$ cat config.mk
export PLATFORM = sky130hd
export DESIGN_NAME = stage_sequencer
export DESIGN_NICKNAME = d
export VERILOG_FILES = /design/src/rtl/picomips_pkg.sv /design/src/rtl/handshake_debounce.sv /design/src/rtl/stage_sequencer.sv
export SDC_FILE = /design/constraint.sdc
export NUM_CORES = 1
export LEC_CHECK = 0
export ABC_AREA = 0
export CAP_MARGIN = 20
export CORE_UTILIZATION = 51
export CTS_CLUSTER_DIAMETER = 30
export DETAILED_ROUTE_END_ITERATION = 16
export PLACE_DENSITY = 0.82
export SLEW_MARGIN = 20
export SYNTH_ARGS = -nofsm -noshare
export SYNTH_HDL_FRONTEND = slang
export SYNTH_SLANG_ARGS = --single-unit
$ cat constraint.sdc
create_clock -name clk -period 3.2 [get_ports clk]
set_clock_uncertainty 0.2 [all_clocks]
set_input_delay 0.48 -clock clk [delete_from_list [all_inputs] [get_ports clk]]
set_output_delay 0.48 -clock clk [all_outputs]
set_load 0.005 [all_outputs]
$ cat src/rtl/picomips_pkg.sv
// Shared definitions for the picoMips control path.
//   stage_t    : 2-bit stage code seen by the instruction decoder
//   STAGE_LAST : final stage of an instruction, where PCHold can stall
package picomips_pkg;

    typedef enum logic [1:0] {
        S_FETCH  = 2'd0,
        S_DECODE = 2'd1,
        S_EXEC   = 2'd2,
        S_WRITE  = 2'd3
    } stage_t;

    localparam stage_t STAGE_LAST = S_WRITE;

endpackage

$ cat src/rtl/handshake_debounce.sv
// Synchroniser plus debouncer for the board handshake switch.
// Ports:
//   clk      : system clock, rising edge
//   n_reset  : asynchronous active-low reset
//   raw_i    : asynchronous switch level
//   level_o  : synchronised, debounced level
module handshake_debounce #(
    parameter int SYNC_STAGES     = 2,
    parameter int DEBOUNCE_CYCLES = 16
) (
    input  logic clk,
    input  logic n_reset,
    input  logic raw_i,
    output logic level_o
);

    localparam int DB_W = $clog2(DEBOUNCE_CYCLES) + 1;
    localparam logic [DB_W-1:0] DB_LAST = DB_W'(DEBOUNCE_CYCLES - 1);
    localparam logic [DB_W-1:0] DB_ONE  = DB_W'(1);

    logic [SYNC_STAGES-1:0] sync_q;
    logic                   sync;
    logic [DB_W-1:0]        cnt_q, cnt_d;
    logic                   level_q, level_d;

    // Bit 0 takes the raw input; the MSB is the metastability-safe copy.
    always_ff @(posedge clk or negedge n_reset) begin
        if (!n_reset) begin
            sync_q <= '0;
        end else begin
            sync_q <= {sync_q[SYNC_STAGES-2:0], raw_i};
        end
    end

    assign sync = sync_q[SYNC_STAGES-1];

    // The counter measures how long sync has disagreed with the output;
    // any agreement restarts it, so short glitches never reach the output.
    always_comb begin
        cnt_d   = cnt_q;
        level_d = level_q;
        if (sync == level_q) begin
            cnt_d = '0;
        end else if (cnt_q == DB_LAST) begin
            level_d = sync;
            cnt_d   = '0;
        end else begin
            cnt_d = cnt_q + DB_ONE;
        end
    end

    always_ff @(posedge clk or negedge n_reset) begin
        if (!n_reset) begin
            cnt_q   <= '0;
            level_q <= 1'b0;
        end else begin
            cnt_q   <= cnt_d;
            level_q <= level_d;
        end
    end

    assign level_o = level_q;

endmodule

$ cat src/rtl/stage_sequencer.sv
// Multi-cycle stage sequencer for the picoMips core.
// Ports:
//   clk           : system clock, rising edge
//   n_reset       : asynchronous active-low reset
//   run           : 1 = advance stages, 0 = freeze stage counter
//   handshake_raw : asynchronous handshake switch
//   pc_hold       : decoder PCHold, only meaningful in the last stage
//   stage         : current stage code to the decoder
//   handshake     : synchronised/debounced handshake to the decoder
//   ir_load       : instruction register load strobe
//   pc_en         : program counter advance strobe (one per instruction)
//   stalled       : high while held in the last stage by pc_hold
//   instr_count   : retired-instruction counter, wraps
module stage_sequencer
    import picomips_pkg::*;
#(
    parameter int SYNC_STAGES     = 2,
    parameter int DEBOUNCE_CYCLES = 16,
    parameter int CNT_W           = 16
) (
    input  logic             clk,
    input  logic             n_reset,
    input  logic             run,
    input  logic             handshake_raw,
    input  logic             pc_hold,
    output logic [1:0]       stage,
    output logic             handshake,
    output logic             ir_load,
    output logic             pc_en,
    output logic             stalled,
    output logic [CNT_W-1:0] instr_count
);

    localparam logic [CNT_W-1:0] CNT_ONE = CNT_W'(1);

    stage_t           stage_q, stage_d;
    logic [CNT_W-1:0] cnt_q, cnt_d;
    logic             at_last;

    handshake_debounce #(
        .SYNC_STAGES     (SYNC_STAGES),
        .DEBOUNCE_CYCLES (DEBOUNCE_CYCLES)
    ) u_debounce (
        .clk     (clk),
        .n_reset (n_reset),
        .raw_i   (handshake_raw),
        .level_o (handshake)
    );

    assign at_last = (stage_q == STAGE_LAST);

    // Strobes are gated by n_reset so they read low for the whole reset
    // window, not just after the registers have cleared.
    assign ir_load = n_reset && run && (stage_q == S_FETCH);
    assign pc_en   = n_reset && run && at_last && !pc_hold;
    assign stalled = n_reset && run && at_last && pc_hold;

    always_comb begin
        stage_d = stage_q;
        if (run) begin
            if (!at_last) begin
                stage_d = stage_t'(stage_q + 2'd1);
            end else if (!pc_hold) begin
                stage_d = S_FETCH;
            end
        end
    end

    always_comb begin
        cnt_d = cnt_q;
        if (pc_en) begin
            cnt_d = cnt_q + CNT_ONE;
        end
    end

    always_ff @(posedge clk or negedge n_reset) begin
        if (!n_reset) begin
            stage_q <= S_FETCH;
            cnt_q   <= '0;
        end else begin
            stage_q <= stage_d;
            cnt_q   <= cnt_d;
        end
    end

    assign stage       = stage_q;
    assign instr_count = cnt_q;

endmodule

# ---- Word-level counts from Yosys, hierarchy flattened
# Index checks and enable logic that the tools add are counted.
dict set report classes {
  bitwise_logic 1
  addsub 3
  n_mux 4
  reduce_logical 9
  n_eq_ne 4
}
# op count
set ops {}
lappend ops {{16-bit by 1-bit adder with 16-bit output (second input constant)} 1}
lappend ops {{5-bit two-way mux} 2}
lappend ops {{5-bit by 1-bit adder with 5-bit output (second input constant)} 1}
lappend ops {{5-bit by 4-bit == test with 1-bit output (second input constant)} 1}
lappend ops {{1-bit logical AND} 5}
lappend ops {{2-bit two-way mux} 2}
lappend ops {{2-bit AND reduction} 2}
lappend ops {{2-bit by 1-bit adder with 2-bit output (second input constant)} 1}
lappend ops {{2-bit == test (second input constant)} 1}
lappend ops {{2-bit logical NOT} 1}
lappend ops {{2-bit inequality test (second input constant)} 1}
lappend ops {{1-bit == test} 1}
lappend ops {{1-bit logical NOT} 1}
lappend ops {{1-bit NOT} 1}
dict set report word_totals {
  elab_cells 26
  regBits 26
}

# ---- Longest topological paths before layout
dict set report logic_depth {
  word_depth 3
  mapped_depth 7
}

# ---- Hierarchy
# Synthesis repeated with hierarchy kept, for this count alone.
dict set report unflattened {
  hier_cells 98
  hier_area_um2 1149.9
}
# module instances seq_area_each_um2 area_each_um2 cells_each
set modules_own_cells {}
lappend modules_own_cells {stage_sequencer 1 450.4 845.8 75}
lappend modules_own_cells {handshake_debounce 1 200.2 304.0 23}

# ---- Least setup slack after synthesis
# No wires, ideal clock.
dict set report synth_path {
  path_type {reg2reg}
  start {register stage_q[0] (netlist: stage[0])}
  end {register cnt_q[11] (netlist: instr_count[11])}
  required_time_ps 2875
  path_slack_ps 1316
  arrival_ps 1559
  stages_incl_launch_ff 8
  period_less_slack_ps 1884
  n_path_buf 2
  path_cell_list {dfrtp_1 > ha_1 > and4b_1 > buf_4 > and4_1 > buf_6 > and3_1 > xor2_1}
}
dict set report synth_between {
  elab_chain_len 3
}
# item line_no
set synth_lines {}
lappend synth_lines {{from (decl)} stage_sequencer.sv:36} ;# stage_t stage_q, stage_d;
lappend synth_lines {{from (signal assigned)} stage_sequencer.sv:81} ;# stage_q <= stage_d;
lappend synth_lines {{2-bit == test} stage_sequencer.sv:50} ;# assign at_last = (stage_q == STAGE_LAST);
lappend synth_lines {{1-bit logical AND (2 in a row)} stage_sequencer.sv:55} ;# assign pc_en = n_reset && run && at_last && !pc_hold;
lappend synth_lines {{via pc_en} stage_sequencer.sv:29} ;# output logic pc_en,
lappend synth_lines {{to (signal assigned)} stage_sequencer.sv:82} ;# cnt_q <= cnt_d;
lappend synth_lines {{to (decl)} stage_sequencer.sv:37} ;# logic [CNT_W-1:0] cnt_q, cnt_d;
# The timed path passes the listed nets, and every way through them passes these cells.
# A chain may end at the register's enable or synchronous reset.

# ---- Worst setup path after layout
dict set report layout_path {
  start {input port n_reset}
  end {output port pc_en}
}
dict set report layout_between {
  elab_chain_len 3
}
# item line_no
set layout_lines {}
lappend layout_lines {{from (decl)} stage_sequencer.sv:22} ;# input logic n_reset,
lappend layout_lines {{1-bit logical AND (3 in a row)} stage_sequencer.sv:55}
lappend layout_lines {{to (decl)} stage_sequencer.sv:29}
# No other way between the ends.

==> run summary <==
Final Max Slew Viols -> 0
Max Buffers Root-to-Sink -> 2
Worst Hold Path Cells -> 0
number of buffers and inverters on the critical path -> 2
ys async rst share -> 100%
Die Area -> 0.00243 mm²
FF+latch count, synth -> 26
yosys warns -> 0
Slew headroom -> 69.7%
Crit Path Max Fanout -> 6
RD Place Congestion -> 0.810
final layout net count -> 135
final setup violation count -> 0
post-synth top area cell -> dfrtp_1
GR Util All Layers -> 19.0%
max-cap violations -> 0
hold_sp -> u_debounce.sync_q[0]
top cell type's share of synthesized area -> 57.1%
CP arrival -> 1.90 ns
FMAX -> 388 MHz
Syn Area/Cell -> 11.6 µm²
R2R Path End -> instr_count[11]
Netlist Area Pre-Place -> 0.00114 mm²
# hold bufs at CTS -> 0
FF-to-FF path depth -> 5
first-pass GRT wire length -> 3490 µm
CTS tree -> built
area growth from synthesis to layout -> 27.3%
Starting Density -> 56.3%
cell mode on critical path -> clkdlybuf4s50_1
Initial DRC Count -> 7
RSZ-0062 raised after global routing -> no
I/O Buffers -> 26
DIE WIDTH -> 49.3 µm
critical path endpoint category -> primary output
r2r startpoint -> stage[0]
Reg2Reg Setup Slack -> 1.22 ns
Clk Latency, worst-skew pair -> 0.31 ns
die height -> 49.3 µm
final instance area -> 0.00145 mm²
CTS H-Tree Depth -> 1
Post-synth top cells -> dfrtp_1 (26), xnor2_1 (11), nand2_1 (8)
slowest stage cell, crit path -> clkdlybuf4s50_1
register area -> 651 µm²
share of post-route cells with drive strength above 1 -> 6.40%
Residual DRC -> 0
power per cell area -> 496 mW/mm²
Largest delay share family, worst path -> buffers and inverters
Synth area leaders -> dfrtp_1 (57%), xnor2_1 (8.5%), xor2_1 (5.4%)
area of the multi-input gates -> 442 µm²
Vias/cell -> 5.13
# rows -> 16
Core ar. -> 0.00202 mm²
global route overflow -> 0
CTS Root Cell -> clkbuf_4
status -> complete, no violations
CTS Buf Count -> 3
clock-pin slew on the worst setup and hold paths -> 0.12 ns
largest net degree at the start of global routing -> 27
min-delay worst type -> reg -> reg
leakage -> 0.695 nW
Synth Instances -> 98
Post-CTS Setup Bufs -> 0
max incr delay on CP -> 0.55 ns
placed cell area -> 0.00141 mm²
Syn Nets -> 107
drt wl/cell -> 12.5 µm
Max VDD drop -> 0.000411 V
Synth Flop Type -> dfrtp_1
Pre-antenna DRT Iters -> 3
most common cell in the netlist -> dfrtp_1
vias in the first global route -> 805
Seq/Total Area, Yosys -> 57.1%
Fill cells -> 149
Worst-Margin Slew -> 0.451 ns
crit path kind -> in -> out
Resize count post-CTS -> 0
synth unique cells -> 21
critical path, cell by cell -> clkdlybuf4s50_1 -> and4b_1 -> clkdlybuf4s50_1
# diodes -> 0
setup TNS -> 0 ns
vias after detailed routing -> 779
Final min period -> 2.58 ns
final hold vios -> 0
Post-synth EDFFs -> 0
Post-DP HPWL -> 1420 µm
Clock Sinks -> 26
startpoint types -> primary input
WL final -> 1900 µm
initial antenna violation count -> 0
Ports -> 27
Final period util -> 80.5%
CP required -> 2.52 ns
Hold EP -> u_debounce.sync_q[1]
Post-DRT Antenna Nets -> 0
[where the power goes]
group          switching [mW]  leakage [nW]  internal [mW]
sequential             0.0370         0.349          0.363
combinational          0.0573         0.325          0.102
clock                  0.0909        0.0210         0.0695
total                   0.185         0.695          0.534
[how the worst max path moves through the flow]
stage | start | to | slack [ns] | cells past startpoint
2_1_floorplan | stage[0] | instr_count[11] | 1.32 | 7
3_3_place_gp | n_reset | pc_en | 0.63 | 3
3_5_place_dp | n_reset | pc_en | 0.63 | 3
4_1_cts | n_reset | pc_en | 0.62 | 3
5_1_grt | n_reset | pc_en | 0.52 | 3
6_report | n_reset | pc_en | 0.62 | 3
[worst register-to-register path, stage by stage (launching register included)]
cell	delay [ns]
dfrtp_1	0.45
ha_1	0.22
and4b_1	0.32
and4_1	0.37
and3_1	0.21
xor2_1	0.15
[per-layer routing]
layer  wire (µm)  up-vias  GRT usage (%)
met5           0        -              0
met4          12        0           7.84
met3         120        2           5.61
met2         875       19           29.2
met1         886      377           24.9
li1            -      381              -
[cells by family (layout without fill, tap and decap cells)]
group | Yosys count | count (layout) | share of synthesized area [%]
DFF | 26 | 26 | 57.1
adders and majority gates | 4 | 4 | 4.40
AOI/OAI and AO/OA | 2 | 2 | 1.21
buffers and inverters | 9 | 36 | 4.07
muxes | 3 | 3 | 2.97
and+or+nand+nor | 36 | 36 | 16.4
xor gates and xnor gates | 18 | 18 | 13.8
[metrics by stage]
step | power [mW] | utilization, % | std cells | worst slack, ns | hold WS (ns)
2_1_floorplan | 0.470 | - | 98 | 1.32 | -0.0156
3_3_place_gp | 0.558 | 69.9 | 148 | 0.634 | 0.136
3_5_place_dp | 0.566 | 69.9 | 148 | 0.626 | 0.148
4_1_cts | 0.728 | 71.7 | 152 | 0.620 | 0.178
5_1_grt | 0.758 | 71.7 | 152 | 0.525 | 0.179
6_report | 0.719 | 71.7 | 152 | 0.623 | 0.173
[state kept, by name (all words and copies together), names as in the netlist]
signal	cells
instr_count	16
u_debounce.cnt_q	5
stage	2
u_debounce.level_o	1
u_debounce.sync_q	2
[cell type report]
| cell class | instances | share of cell area (%) |
|---|---|---|
| clock buffer | 4 | 2.50 |
| inverter | 5 | 1.30 |
| multi-input combinational | 63 | 30.5 |
| sequential | 26 | 44.9 |
| tap | 27 | 2.33 |
| timing repair buffer | 27 | 18.5 |
[cells in the final DEF, fill, tap and decap left out]
master and n:
a22o_1 1, and2_1 1, and3_1 6, and4_1 1
and4b_1 1, buf_4 1, clkbuf_4 3, clkbuf_8 1
clkdlybuf4s50_1 26, dfrtp_1 26, ha_1 4, inv_1 5
mux2_2 3, nand2_1 8, nand3_1 6, nand4_1 5
nor2_1 7, nor4_1 1, o21ai_0 1, xnor2_1 11
xor2_1 7
Note: power is estimated with default switching activity, not from simulation.
